$ cat src/rtl/park_scan_scheduler.sv
// rtl/park_scan_scheduler.sv - round-robin park sensor scan with hysteretic per-sensor status
module park_scan_scheduler #(
    parameter int NUM_SENSORS   = 4,
    parameter int SETTLE_CYCLES = 4,
    parameter int DWELL_CYCLES  = 16,
    parameter int HIT_THRESH    = 12,
    parameter int CLEAR_THRESH  = 4,
    localparam int IDX_W        = (NUM_SENSORS > 1) ? $clog2(NUM_SENSORS) : 1
) (
    input  logic                   clk,
    input  logic                   reset_n,
    input  logic                   park_enable,
    input  logic                   obstacle_detect,
    output logic [NUM_SENSORS-1:0] sensor_sel,
    output logic [IDX_W-1:0]       cur_idx,
    output logic [NUM_SENSORS-1:0] status_vec,
    output logic                   park_status,
    output logic                   scan_done
);

    localparam int SET_W = $clog2(SETTLE_CYCLES + 1);
    localparam int DWL_W = $clog2(DWELL_CYCLES + 1);
    localparam int HIT_W = $clog2(DWELL_CYCLES + 1);

    localparam logic [1:0] IDLE   = 2'd0;
    localparam logic [1:0] SETTLE = 2'd1;
    localparam logic [1:0] SAMPLE = 2'd2;
    localparam logic [1:0] COMMIT = 2'd3;

    logic [1:0]             state, state_d;
    logic [IDX_W-1:0]       idx_d;
    logic [SET_W-1:0]       settle_cnt, settle_d;
    logic [DWL_W-1:0]       dwell_cnt, dwell_d;
    logic [HIT_W-1:0]       hits, hits_d;
    logic [NUM_SENSORS-1:0] status_d, sel_d;
    logic                   done_d;

    always_comb begin
        state_d  = state;
        idx_d    = cur_idx;
        settle_d = settle_cnt;
        dwell_d  = dwell_cnt;
        hits_d   = hits;
        status_d = status_vec;
        done_d   = 1'b0;
        case (state)
            IDLE: begin
                if (park_enable) begin
                    state_d = SETTLE;
                    idx_d   = '0;
                end
            end
            SETTLE: begin
                if (settle_cnt == SET_W'(SETTLE_CYCLES - 1)) begin
                    settle_d = '0;
                    state_d  = SAMPLE;
                end else begin
                    settle_d = settle_cnt + SET_W'(1);
                end
            end
            SAMPLE: begin
                if (obstacle_detect) begin
                    hits_d = hits + HIT_W'(1);
                end
                if (dwell_cnt == DWL_W'(DWELL_CYCLES - 1)) begin
                    dwell_d = '0;
                    state_d = COMMIT;
                end else begin
                    dwell_d = dwell_cnt + DWL_W'(1);
                end
            end
            COMMIT: begin
                // Between the two thresholds the previous status is held (hysteresis).
                if (hits >= HIT_W'(HIT_THRESH)) begin
                    status_d[cur_idx] = 1'b1;
                end else if (hits <= HIT_W'(CLEAR_THRESH)) begin
                    status_d[cur_idx] = 1'b0;
                end
                hits_d  = '0;
                state_d = SETTLE;
                if (cur_idx == IDX_W'(NUM_SENSORS - 1)) begin
                    idx_d  = '0;
                    done_d = 1'b1;
                end else begin
                    idx_d = cur_idx + IDX_W'(1);
                end
            end
            default: begin
                state_d = IDLE;
            end
        endcase
        // Dropping enable abandons the partial window without committing it.
        if (!park_enable) begin
            state_d  = IDLE;
            idx_d    = '0;
            settle_d = '0;
            dwell_d  = '0;
            hits_d   = '0;
            status_d = '0;
            done_d   = 1'b0;
        end
    end

    always_comb begin
        sel_d = '0;
        if (state_d != IDLE) begin
            sel_d[idx_d] = 1'b1;
        end
    end

    always_ff @(posedge clk or negedge reset_n) begin
        if (!reset_n) begin
            state       <= IDLE;
            cur_idx     <= '0;
            settle_cnt  <= '0;
            dwell_cnt   <= '0;
            hits        <= '0;
            status_vec  <= '0;
            sensor_sel  <= '0;
            park_status <= 1'b0;
            scan_done   <= 1'b0;
        end else begin
            state       <= state_d;
            cur_idx     <= idx_d;
            settle_cnt  <= settle_d;
            dwell_cnt   <= dwell_d;
            hits        <= hits_d;
            status_vec  <= status_d;
            sensor_sel  <= sel_d;
            park_status <= |status_d;
            scan_done   <= done_d;
        end
    end

endmodule

$ cat config.mk
export PLATFORM = sky130hd
export DESIGN_NAME = park_scan_scheduler
export DESIGN_NICKNAME = d
export VERILOG_FILES = /design/src/rtl/park_scan_scheduler.sv
export SDC_FILE = /design/constraint.sdc
export NUM_CORES = 1
export LEC_CHECK = 0
export CAP_MARGIN = 15
export CORE_ASPECT_RATIO = 1.75
export CORE_MARGIN = 2
export CORE_UTILIZATION = 28
export CTS_BUF_LIST = sky130_fd_sc_hd__clkbuf_4 sky130_fd_sc_hd__clkbuf_8 sky130_fd_sc_hd__clkbuf_16
export CTS_CLUSTER_DIAMETER = 30
export DETAILED_ROUTE_END_ITERATION = 10
export DONT_BUFFER_PORTS = 1
export PLACE_DENSITY = 0.37
export SLEW_MARGIN = 10
export SYNTH_ARGS = -nofsm -noshare
export SYNTH_HDL_FRONTEND = slang
export SYNTH_SLANG_ARGS = --single-unit
$ cat constraint.sdc
create_clock -name clk -period 2.7 [get_ports clk]
set_input_delay 0.54 -clock clk [delete_from_list [all_inputs] [get_ports clk]]
set_output_delay 0.54 -clock clk [all_outputs]
set_load 0.02 [all_outputs]
==> flow_summary.yaml <==
clock_network:
  clock-sinks: 27
  cts-root-buf: "clkbuf_8"
  postCtsSetupRepairBufs: 0
  clock_path_buffers: 2
  clkSlewWorstSetupHoldPaths_ps: 100
  clk_latency_ps: 280
  cts_tree: "built"
  h-tree-depth: 1
  cts_inserted_buffers: 3
floorplan:
  rows: 34
  dieArea_sq_um: 5571
  core_sq_um: 4892
  initial_core_util: 0.2844
  ios: 16
  fp.dieH_um: 97.25
  die_w_um: 57.29
final_layout:
  n_antenna_cell: 0
  nets: 150
  n_fill_cell: 511
  area_delta_synth_final_pct: 8.543
  post-route-util: 0.3087
  drive_above_1_share: 0.07519
  layoutNonFillerInstCount: 187
synthesis:
  synth_nets: 148
  async_flop_share: 1.000
  synth_top_family_by_area: "simple AND/OR/NAND/NOR gates"
  synth_edf_count: 0
  synth_compound_area_frac: 0.1313
  avgSynthCellArea_sq_um: 10.54
  synth_flop_cell: "dfrtp_1"
  ys_seq_area_frac: 0.4856
  synthSimpleGateAreaFrac: 0.2086
  synthesis.yosys.warnings: 0
  synth-adder-area-share: 0.1079
  syn_inst: 132
  synth-xor-area-share: 0.01259
  synth_mux_area_frac: 0.02158
  netlist_area_sq_um: 1391
  synth-seq-cells: 27
  netlist-cell-type-count: 34
timing:
  finalMaxSlewViolations: 0
  slew_headroom: 0.7365
  tightest_slew_ps: 393.3
  fin_crit_sh: 0.7443
  final.min_clock_period_ps: 2010
  setup-tns-final_ps: 0
  hold_viol: 0
  skew_ps: 4.142
  finalSetupViolCount: 0
  whs_ps: 64.85
  rsz0062_at_grt: "false"
  fmax_mhz: 497.6
detailed_routing:
  drcViolationCount: 0
  drt_pass1_iterations: 4
  wl_per_cell_um: 15.58
  drtIter0Drc: 22
  drt-total-wl_mm: 2.914
  num_vias: 954
  ant_nets: 0
  via_per_inst: 5.102
critical_path:
  cp.arrival_ps: 2170
  cp_top_family: "simple AND/OR/NAND/NOR gates"
  cp.required_ps: 2860
  cp_cell_sequence: "inv_1 > ha_1 > or4_1 > a31oi_1 > nor3b_1"
  crit_path_end_kind: "register"
  slowest_delay_ps: 570
  cp_slowest_cell: "or4_1"
  crit_fanout: 6
  cp_num_buf_inv: 1
  crit_type: "reg2reg"
  worstSetupStartpointType: "register"
power_and_ir_drop:
  totalPowerFinal_w: 0.0009473
  power_density_nw_per_um2: 627.2
  vdd.ir_drop.worst_mv: 0.3124
  leakage_nw: 0.6727
global_routing:
  grt.overflow.total: 0
  grt_max_degree: 28
  grt_usage: 0.1111
  grt_pass1_wl_mm: 4.692
  antenna_found_initial: 0
  grt_pass1_vias: 935
place:
  io_buffers: 0
  routabilityCongestion: 0.7332
  dp_hpwl_mm: 2.164
  dp_cells: 182
job:
  cap_viol_max_count: 0
status:
  status: "complete, no violations"
min_path:
  hp-class: "in2async"
## routing by layer
metal	global-route usage	vias to the layer above	part of all wire
li1	-	464	-
met1	0.1119	475	0.39
met5	0	-	0
met3	0.01997	5	0.027
met4	0.05367	0	0.022
met2	0.2087	10	0.56
## power by group
group	internal, W	switching [W]	total [W]
Combinational	0.0000932	0.000132	0.000225
Sequential	0.000439	0.0000439	0.000483
Clock	0.000104	0.000135	0.000239
Total	0.000636	0.000311	0.000947
## sequential cells by signal (all words and copies together) (netlist names)
| register | flops |
|---|---|
| cur_idx | 2 |
| status_vec | 4 |
| sensor_sel | 4 |
| park_status | 1 |
| hits | 5 |
| settle_cnt | 3 |
| dwell_cnt | 5 |
| scan_done | 1 |
| state | 2 |
## per-stage QoR
| step | setup slack (ps) | area, sq um |
|---|---|---|
| 2_1_floorplan | 889.5 | 1391 |
| 3_3_place_gp | 741.9 | 1444 |
| 3_5_place_dp | 705.3 | 1444 |
| 4_1_cts | 680.0 | 1510 |
| 5_1_grt | 590.5 | 1510 |
| 6_report | 690.5 | 1510 |
## repair_timing
item | in CTS | in global routing
hold endpoints to repair | 27 | 0
resized for setup | 0 | 0
hold buffers | 1 | 0
endpoints found under the setup margin | 0 | 0
## cell families (layout without fill, tap and decap cells)
logic type	count (synthesis)	count (layout)
buffers and inverters	12	13
adder cells (fa/ha/maj)	12	12
XOR/XNOR	2	2
flip-flops	27	27
AND/OR/NAND/NOR	50	50
multiplexers	3	3
AO/OA/AOI/OAI	26	26
## synthesized netlist by cell type, types with 2 or more instances
master	n	area share
ha_1	12	0.11
nor2b_1	10	0.045
a21boi_1	2	0.011
mux2i_1	3	0.022
nor2_1	4	0.011
nor3b_1	3	0.016
a31oi_1	3	0.013
o21ai_1	7	0.025
dfrtp_1	27	0.49
and2_1	6	0.027
clkbuf_1	4	0.011
and3_1	3	0.013
o31ai_1	2	0.011
nand2_1	7	0.019
a32o_2	2	0.016
a32o_1	2	0.014
nand2b_1	3	0.013
nand3_1	8	0.029
a21oi_1	2	0.0072
inv_1	8	0.022
## cells in the final DEF, fill, tap and decap left out, drive strengths merged
cell / instances
dfrtp: 27
xor2: 1
or4: 2
nor2: 5
nand3: 8
mux2i: 3
clkbuf: 3
o21ai: 9
o31a: 1
o31ai: 2
a32o: 4
a21oi: 2
nor2b: 10
ha: 12
inv: 8
nand4b: 1
a41oi: 1
and3: 3
a22oi: 1
and2: 6
buf: 1
xnor2: 1
nand2b: 3
nor3: 1
a21boi: 2
nor3b: 3
o21a: 1
nand2: 7
and4b: 1
clkinv: 1
a31oi: 3
## worst paths after layout
path	startpoint	end	slack, ps	cells after the start
min	reset_n	hits[0]$_DFFE_PN0P_	60	1
min in group clk	park_enable	dwell_cnt[4]$_DFFE_PN0P_	370	2
min reg2reg	dwell_cnt[4]$_DFFE_PN0P_	dwell_cnt[4]$_DFFE_PN0P_	520	2
max in group asynchronous	reset_n	hits[3]$_DFFE_PN0P_	2480	1
max reg2reg	state[0]$_DFF_PN0_	sensor_sel[1]$_DFF_PN0_	690	5
max	state[0]$_DFF_PN0_	sensor_sel[1]$_DFF_PN0_	690	5
## cell type report
| class | count | area (sq um) | area share |
|---|---|---|---|
| clock buffers | 3 | 41.29 | 0.02734 |
| well taps | 54 | 67.56 | 0.04474 |
| flip-flops and latches | 27 | 675.6 | 0.4474 |
| clock inverters | 1 | 5.005 | 0.003314 |
| inverters | 8 | 30.03 | 0.01988 |
| repair buffers | 1 | 20.02 | 0.01326 |
| multi-input cells | 93 | 670.6 | 0.4441 |
Note: power is estimated with default switching activity, not from simulation.
